==> src/rtl/run_ctrl_pkg.sv <==
// run_ctrl_pkg: shared types and constants for the run controller.
//   state_t       : controller states (IDLE, RESET, RUN, DONE)
//   STATUS_*      : encodings of the 2-bit status output
//   PC_REPEAT     : number of consecutive RUN cycles at one PC treated as a halt
//                   (only used when RUN_CTRL_PC_WATCH_EN is defined)
package run_ctrl_pkg;

  typedef enum logic [1:0] {
    ST_IDLE  = 2'd0,
    ST_RESET = 2'd1,
    ST_RUN   = 2'd2,
    ST_DONE  = 2'd3
  } state_t;

  localparam logic [1:0] STATUS_NONE    = 2'd0;
  localparam logic [1:0] STATUS_PASS    = 2'd1;
  localparam logic [1:0] STATUS_FAIL    = 2'd2;
  localparam logic [1:0] STATUS_TIMEOUT = 2'd3;

  localparam int PC_REPEAT = 4;

endpackage

==> src/rtl/run_ctrl_watchdog.sv <==
// run_ctrl_watchdog: up-counter with synchronous clear and enable.
//   clk   in  : clock
//   rst   in  : synchronous active-high reset, zeroes the count
//   clear in  : synchronous clear (takes priority over en)
//   en    in  : count enable
//   count out : number of enabled cycles since the last clear
//   hit   out : high in the enabled cycle that is the LIMIT-th since clear,
//               so the owner can act on the same edge that completes it
module run_ctrl_watchdog #(
  parameter int W     = 32,
  parameter int LIMIT = 1
) (
  input  logic         clk,
  input  logic         rst,
  input  logic         clear,
  input  logic         en,
  output logic [W-1:0] count,
  output logic         hit
);

  localparam logic [W-1:0] LAST = W'(LIMIT - 1);

  always_ff @(posedge clk) begin
    if (rst || clear) begin
      count <= '0;
    end else if (en) begin
      count <= count + W'(1);
    end
  end

  assign hit = en && (count == LAST);

endmodule

==> src/rtl/run_ctrl.sv <==
// run_ctrl: run controller for single-cycle RISC-V simulations and FPGA
// self-test wrappers. Sequences the core reset, counts run cycles, snoops
// data-memory writes to the tohost mailbox for pass/fail and enforces a
// run-cycle timeout.
//
// Optional feature macro: RUN_CTRL_PC_WATCH_EN adds input core_pc and ends
// a run as PASS when the PC sits still for PC_REPEAT consecutive RUN cycles.
//
// Ports:
//   clk         in  : clock, rising edge
//   rst         in  : synchronous active-high reset
//   start       in  : run request, honoured in IDLE and DONE only
//   mem_we      in  : core data-memory write enable
//   mem_addr    in  : core data-memory address
//   mem_wdata   in  : core data-memory write data
//   core_pc     in  : core program counter (RUN_CTRL_PC_WATCH_EN only)
//   core_rst    out : core reset, asserted level set by CORE_RST_ACTIVE_LOW
//   done        out : high while in DONE
//   status      out : 0 none, 1 pass, 2 fail, 3 timeout
//   result_code out : mem_wdata >> 1 of the failing tohost write, else 0
//   cycle_count out : completed RUN cycles of the current/last run
//
// state  | meaning
// -------+------------------------------------------------------------
// IDLE   | after rst; core held in reset, waiting for start
// RESET  | core held in reset for RESET_CYCLES cycles
// RUN    | core running; tohost snoop, PC watch and timeout active
// DONE   | core frozen in reset, results held, start reruns
module run_ctrl
  import run_ctrl_pkg::*;
#(
  parameter int                RESET_CYCLES        = 10,
  parameter int                TIMEOUT_CYCLES      = 150,
  parameter int                CNT_W               = 32,
  parameter int                ADDR_W              = 32,
  parameter int                DATA_W              = 32,
  parameter logic [ADDR_W-1:0] TOHOST_ADDR         = 32'h0000_0FF0,
  parameter bit                CORE_RST_ACTIVE_LOW = 1'b1
) (
  input  logic              clk,
  input  logic              rst,
  input  logic              start,
  input  logic              mem_we,
  input  logic [ADDR_W-1:0] mem_addr,
  input  logic [DATA_W-1:0] mem_wdata,
`ifdef RUN_CTRL_PC_WATCH_EN
  input  logic [ADDR_W-1:0] core_pc,
`endif
  output logic              core_rst,
  output logic              done,
  output logic [1:0]        status,
  output logic [DATA_W-1:0] result_code,
  output logic [CNT_W-1:0]  cycle_count
);

  localparam logic RST_ON  = CORE_RST_ACTIVE_LOW ? 1'b0 : 1'b1;
  localparam logic RST_OFF = ~RST_ON;
  localparam int   RST_W   = (RESET_CYCLES < 2) ? 1 : $clog2(RESET_CYCLES);

  state_t             state;
  logic               start_ok;
  logic               rst_hit;
  logic               cyc_hit;
  logic               tohost_hit;
  logic               pc_halt;
  logic [RST_W-1:0]   rst_cnt_unused;

  // start only counts in the two resting states; in RESET/RUN it is ignored
  assign start_ok   = start && ((state == ST_IDLE) || (state == ST_DONE));
  assign tohost_hit = mem_we && (mem_addr == TOHOST_ADDR);

  run_ctrl_watchdog #(
    .W     (RST_W),
    .LIMIT (RESET_CYCLES)
  ) u_rst_cnt (
    .clk   (clk),
    .rst   (rst),
    .clear (start_ok),
    .en    (state == ST_RESET),
    .count (rst_cnt_unused),
    .hit   (rst_hit)
  );

  // Counts every RUN cycle including the one that ends the run, so DONE
  // shows hit-cycle index + 1, or exactly TIMEOUT_CYCLES on timeout.
  run_ctrl_watchdog #(
    .W     (CNT_W),
    .LIMIT (TIMEOUT_CYCLES)
  ) u_cyc_cnt (
    .clk   (clk),
    .rst   (rst),
    .clear (start_ok),
    .en    (state == ST_RUN),
    .count (cycle_count),
    .hit   (cyc_hit)
  );

`ifdef RUN_CTRL_PC_WATCH_EN
  logic [ADDR_W-1:0] pc_last;
  logic [2:0]        pc_streak;   // RUN cycles already spent at pc_last

  always_ff @(posedge clk) begin
    if (rst || (state != ST_RUN)) begin
      pc_last   <= '0;
      pc_streak <= '0;
    end else begin
      pc_last <= core_pc;
      if ((pc_streak != 3'd0) && (core_pc == pc_last)) begin
        pc_streak <= pc_streak + 3'd1;
      end else begin
        pc_streak <= 3'd1;
      end
    end
  end

  assign pc_halt = (state == ST_RUN) && (pc_streak != 3'd0) &&
                   (core_pc == pc_last) && (pc_streak == 3'(PC_REPEAT - 1));
`else
  assign pc_halt = 1'b0;
`endif

  always_ff @(posedge clk) begin
    if (rst) begin
      state       <= ST_IDLE;
      core_rst    <= RST_ON;
      done        <= 1'b0;
      status      <= STATUS_NONE;
      result_code <= '0;
    end else begin
      case (state)
        ST_IDLE: begin
          core_rst <= RST_ON;
          if (start) begin
            state       <= ST_RESET;
            status      <= STATUS_NONE;
            result_code <= '0;
          end
        end

        ST_RESET: begin
          if (rst_hit) begin
            state    <= ST_RUN;
            core_rst <= RST_OFF;
          end
        end

        ST_RUN: begin
          // priority: tohost hit, then timeout, then PC halt
          if (tohost_hit) begin
            state    <= ST_DONE;
            done     <= 1'b1;
            core_rst <= RST_ON;
            if (mem_wdata == DATA_W'(1)) begin
              status      <= STATUS_PASS;
              result_code <= '0;
            end else begin
              status      <= STATUS_FAIL;
              result_code <= mem_wdata >> 1;
            end
          end else if (cyc_hit) begin
            state       <= ST_DONE;
            done        <= 1'b1;
            core_rst    <= RST_ON;
            status      <= STATUS_TIMEOUT;
            result_code <= '0;
          end else if (pc_halt) begin
            state       <= ST_DONE;
            done        <= 1'b1;
            core_rst    <= RST_ON;
            status      <= STATUS_PASS;
            result_code <= '0;
          end
        end

        ST_DONE: begin
          if (start) begin
            state       <= ST_RESET;
            done        <= 1'b0;
            status      <= STATUS_NONE;
            result_code <= '0;
          end
        end

        default: begin
          state    <= ST_IDLE;
          core_rst <= RST_ON;
          done     <= 1'b0;
        end
      endcase
    end
  end

endmodule

==> config.mk <==
export PLATFORM = sky130hd
export DESIGN_NAME = run_ctrl
export DESIGN_NICKNAME = d
export VERILOG_FILES = /design/src/rtl/run_ctrl_pkg.sv /design/src/rtl/run_ctrl_watchdog.sv /design/src/rtl/run_ctrl.sv
export SDC_FILE = /design/constraint.sdc
export NUM_CORES = 1
export LEC_CHECK = 0
export CORE_MARGIN = 1
export CORE_UTILIZATION = 35
export DETAILED_ROUTE_END_ITERATION = 8
export SYNTH_ARGS = -nofsm -noshare
export SYNTH_HDL_FRONTEND = slang
export SYNTH_HIERARCHICAL = 1
export SYNTH_SLANG_ARGS = --single-unit
==> constraint.sdc <==
create_clock -name clk -period 7.6 [get_ports clk]
set_input_delay 0.76 -clock clk [delete_from_list [all_inputs] [get_ports clk]]
set_output_delay 0.76 -clock clk [all_outputs]
set_load 0.01 [all_outputs]
==> impl_results.md <==
* Root Buffer: clkbuf_8
* Worst Hold Class: reg2reg
* Final hold violation count at 0
* Total Power at 1.03 mW
* Synthesized Nets at 503
* Fillers at 1056
* Reg2Reg Setup Slack at 4.41 ns
* Fraction of registers with async set/reset at 0%
* Max_cap viols at 0
* Power Density at 188 mW/mm^2
* Mapped Cells at 427
* Worst EP arrival at 3.39 ns
* Total GRT Usage at 18.3%
* Worst Clk Skew at 0.00897 ns
* Routability cong. at 0.790
* Residual DRC count at 0
* Worst R2R Start: state[0]
* Reg2reg path depth at 9
* Congestion Overflow GR at 0
* CTS tree: done
* XOR/XNOR Fraction of Synth Area at 2.47%
* Slew margin rel. at 31.6%
* Critical path class: reg2reg
* Pre-antenna DRT Iters at 4
* Hold depth at 2
* Layout Utilization at 50.7%
* Max Clk Rate at 314 MHz
* Compound-Gate Fraction of Synth Area at 22.7%
* Slew @ Worst Pin at 1.02 ns
* IO Count at 136
* Vias per cell at 5.28
* Seq cells post-synth at 73
* Die Height at 108 um
* Insertion delay to the later sink of the worst-skew pair at 0.33 ns
* Mux contribution to synthesized area at 0.544%
* Initial antenna violation count at 0
* H-tree depth at 3
* Die span in x at 108 um
* Placed cells at 676
* Worst IR Drop VDD at 0.101 mV
* Fraction of layout instances using a drive strength above 1 at 11.8%
* Post-synthesis adder-cell area fraction at 2.56%
* Nets at 623
* Pin count of the biggest net entering global routing at 44
* Hold Crit Endpoint: status[0]
* Total Neg Setup Slack at 0 ns
* Bufs on Longest Clock Path at 2
* Antenna-violating nets left at 0
* Yosys cell types at 59
* # port buffers at 134
* Core Area at 0.0108 sq mm
* Design area at 0.00549 sq mm
* Clock Sinks at 73
* Clk slew on worst S/H paths at 0.08 ns
* Most frequent cells in the layout: 133 x clkdlybuf4s50_1, 73 x dfxtp_1, 44 x nand2_1
* Starting DRC count in detailed routing at 149
* Dpl cell area at 0.00527 sq mm
* Commonest non-fill, non-tap cell in the layout: clkdlybuf4s50_1
* CP max FO at 33
* Core Rows at 38
* Leakage Power at 1.83 nW
* Mapped cell area at 0.00391 sq mm
* RSZ-0062 raised after global routing: no
* Routed len/inst at 15.3 um
* Die area at 0.0116 sq mm
* Ant. Diodes at 0
* CP Data Required Time at 7.80 ns
* Final setup viols at 0
* Dpl hpwl at 7640 um
* Status: completed
* CP startpoint kind: flip-flop
* Setup crit end kind: flip-flop
* Synth Warn # at 6
* First-pass GRT wire length at 17000 um
* Hold Startpoint: status[0]
* R2r endpoint: result_code[29]
* Avg Cell Area, Syn at 9.15 sq um
* Final period util at 41.9%
* Area Overhead vs Synth at 40.6%
* Dominant synthesized flop cell: dfxtp_1
* Via Count at 3655
* Initial Utilization at 36.0%
* Sequential cell area fraction in the yosys report at 37.4%
* Fin cells at 692
* Slew Viols, Final at 0
* Hold Buf Count CTS at 0
* Post-synth EDFFs at 0
* Post-layout min period at 3.19 ns
* Cts repair resizes at 0
* Post-Synth Simple-Gate Area at 25.8%
* Largest family of logic cells by synthesized area: simple AND/OR/NAND/NOR gates
* CTS Buf Count at 9
* Vias in the first global route at 3474
* Setup Buffers After CTS at 0
* Final WL at 10600 um
-- sequential cells by signal, indices dropped and copies added, names as in the netlist --
signal	cells
core_rst	1
done	1
u_rst_cnt/count	4
state	2
status	2
u_cyc_cnt/count	32
result_code	31
-- kinds of logic (layout without fill, tap and decap cells) --
family,count (synthesis),count (layout)
AND/OR/NAND/NOR,172,172
AO/OA/AOI/OAI,92,92
flip-flops,73,73
buffers and inverters,68,193
XOR/XNOR,11,11
adder cells (fa/ha/maj),8,8
multiplexers,2,2
other,1,1
-- metal layers --
layer,share of wire (%),wire length [um],up-vias,GRT usage [%]
met3,5.7,607,8,2.85
met5,0,0,-,0
met1,46,4860,1716,24.8
met4,1.0,110,0,6.65
li1,-,-,1826,-
met2,47,5040,105,29.2
-- metrics by stage --
stage          hold WS (ns)  setup WS (ns)
2_1_floorplan         0.490           4.86
3_3_place_gp          0.461           4.32
3_5_place_dp          0.464           4.29
4_1_cts               0.479           4.36
5_1_grt               0.504           4.08
6_report              0.475           4.41
-- synthesized netlist by cell type (5+ instances only) --
cell,instances,area (sq um)
or3_1,7,43.8
or4_1,19,143
o32ai_2,30,488
ha_1,8,100
o31ai_1,14,105
nor4_1,15,93.8
inv_1,39,146
xnor2_1,8,70.1
buf_2,8,40.0
and4_1,8,70.1
nand3_1,7,35.0
nand2b_1,5,31.3
nor2_1,18,67.6
nor3_1,8,40.0
dfxtp_1,73,1460
nand2_1,44,165
a21oi_1,23,115
o21ai_1,5,25.0
clkbuf_1,10,37.5
nand4_1,13,81.3
buf_6,7,78.8
-- power by group --
part	switching, mW	leakage [nW]	internal (mW)	total, mW
clock	0.144	0.113	0.194	0.338
sequential	0.0156	0.589	0.400	0.415
combinational	0.152	1.13	0.128	0.280
-- worst max-delay path, cell delays in order, from the launching register on --
cell	delay (ns)
dfxtp_1	0.35
inv_1	0.09
ha_1	0.40
nand3_1	0.21
or4_1	0.57
nor4_1	0.42
nor2b_1	0.24
a21boi_4	0.16
buf_4	0.43
o32ai_2	0.14
-- worst max path at each step --
stage,startpoint,endpoint,slack [ns],cells after the start
after global routing,state[0],result_code[3],4.08,9
after global placement,mem_addr[20],result_code[3],4.32,7
after CTS,state[0],result_code[17],4.36,9
after detailed placement,mem_addr[31],result_code[3],4.29,7
final,state[0],result_code[29],4.41,9
after floorplan,mem_addr[20],result_code[10],4.86,8
-- cell type report --
class	count	area, sq um	area share [%]
repair buffers	137	1360	24.7
well taps	140	175	3.19
flip-flops and latches	73	1460	26.6
inverters	40	150	2.73
multi-input cells	286	2130	38.7
clock buffers	11	141	2.57
clock inverters	5	78.8	1.43
No activity file was read; power rests on OpenSTA's default activity.
==> variant: new RTL, same settings <==
Set the parameter `CORE_RST_ACTIVE_LOW` to 1'b0 (it was 1'b1).
--- a/src/rtl/run_ctrl.sv
+++ b/src/rtl/run_ctrl.sv
@@ -37,3 +37,3 @@
   parameter logic [ADDR_W-1:0] TOHOST_ADDR         = 32'h0000_0FF0,
-  parameter bit                CORE_RST_ACTIVE_LOW = 1'b1
+  parameter bit                CORE_RST_ACTIVE_LOW = 1'b0
 ) (
Behaviour: not the same (Yosys sat finds a counterexample within 4 cycles, from zero or initial values and one cycle with rst high).
==> variant against the original RTL <==
  * Combinational power rose by 12%
  * Routed wire length rose by 2.3%
  * Hold slack got worse by 0.0010 ns
  * Sequential power barely moved
  * Sequential share of layout area rose by 0.26 points
  * Sequential cell count did not move
  * Area after synthesis fell by 0.86%
  * Worst setup slack improved by 0.087 ns
  * Die area fell by 0.84%
  * Power rose by 0.33%
  * Design area fell by 0.96%
  * Non-clock buffer count did not move
  * First-iteration DRC count fell by 20%
  * Critical path type unchanged
  * Largest cell class unchanged
==> variant: results (changes against the original RTL) <==
stage;metric;value;unit;change
route;num_vias;3646;;was 3655
final_layout;multi_input_cells;282;;was 286
final_layout;fillCellCount;1040;;was 1056
final_layout;multi_input_area;2090;sq um;was 2130 sq um
synth;synth_nets;501;;was 503
place;dp_worst_setup_slack;4.19;ns;was 4.29 ns
status;status;completed;;unchanged
pwr;p_leak;1.80;nW;was 1.83 nW
min_path;hold_start;status[1]$_SDFFE_PP0P_;;was status[0]$_SDFFE_PP0P_
timing;max-slew-margin-rel;35.9;%;was 31.6%
synth;synth_area_leaders;dfxtp_1 38%, o32ai_2 13%, nand2_1 4.5%, inv_1 4.0%, or4_1 3.9%;;was dfxtp_1 37%, o32ai_2 12%, nand2_1 4.2%, inv_1 3.7%, or4_1 3.7%
critical_path;critPathArrivalTime;3.30;ns;was 3.39 ns
final_layout;fin_nets;621;;was 623
final_layout;clk_share;3.59;%;was 4.01%
place;dp_hpwl;7640;um;about the same
min_path;worstHoldEndpoint;status[1]$_SDFFE_PP0P_;;was status[0]$_SDFFE_PP0P_
synth;synth_common_cells;73 x dfxtp_1, 46 x nand2_1, 41 x inv_1;;was 73 x dfxtp_1, 44 x nand2_1, 39 x inv_1
timing;worst_clock_skew;0.00979;ns;was 0.00897 ns
global_routing;track_usage;19.0;%;was 18.3%
global_routing;grt_pass1_wl;17300;um;was 17000 um
global_routing;grt_start_max_net_pins;47;;was 44
pwr;max-vdd-ir-drop;0.0944;mV;was 0.101 mV
final_layout;buf_share;25.0;%;was 24.7%
route;drt_iter0_drc;119;;was 149
final_layout;drive_gt1_share;11.7;%;was 11.8%
synth;synth_cell_type_count;57;;was 59
variant: cell types whose count changed after synthesis, sizes merged, moves of 2 or more:
| cell | change |
|---|---|
| nand2b | -3 |
| inv | +2 |
| mux2 | +2 |
| nand2 | +2 |
variant: worst max-delay path, delay by kind of cell (launching register included):
kind	cells	cell delay, ns
simple gates	4	1.36
buf+inv	2	0.52
fa+ha+maj	1	0.41
flops	1	0.34
compound gates	2	0.30
variant: stage by stage:
stage	instance area [sq um]	total power [mW]	hold slack (ns)	instances	util (%)
after floorplan	3870	0.638	0.490	425	-
after global placement	5250	0.733	0.460	674	48.6
after detailed placement	5250	0.740	0.460	674	48.6
after CTS	5440	1.05	0.471	689	50.4
after global routing	5440	1.09	0.511	689	50.4
final	5440	1.04	0.474	689	50.4
variant: layer usage:
layer | track usage, % | up-vias | routed length [um]
met5 | 0 | - | 0
met4 | 5.09 | 0 | 79
met3 | 3.95 | 7 | 689
met2 | 32.3 | 119 | 5200
met1 | 24.4 | 1708 | 4890
li1 | - | 1812 | -
variant: cell families (layout without fill, tap and decap cells):
group / Yosys count / after routing / synth area share [%]
and+or+nand+nor: 170 / 170 / 25.2
AOI/OAI and AO/OA: 88 / 88 / 22.2
DFF: 73 / 73 / 37.7
buffers and inverters: 70 / 194 / 8.53
xor gates and xnor gates: 11 / 11 / 2.49
adders and majority gates: 8 / 8 / 2.58
muxes: 4 / 4 / 1.13
other: 1 / 1 / 0.0968
variant: power breakdown:
| part | total (mW) | internal (mW) | switching (mW) |
|---|---|---|---|
| combinational | 0.313 | 0.139 | 0.174 |
| sequential | 0.416 | 0.400 | 0.0157 |
| clock | 0.308 | 0.167 | 0.141 |
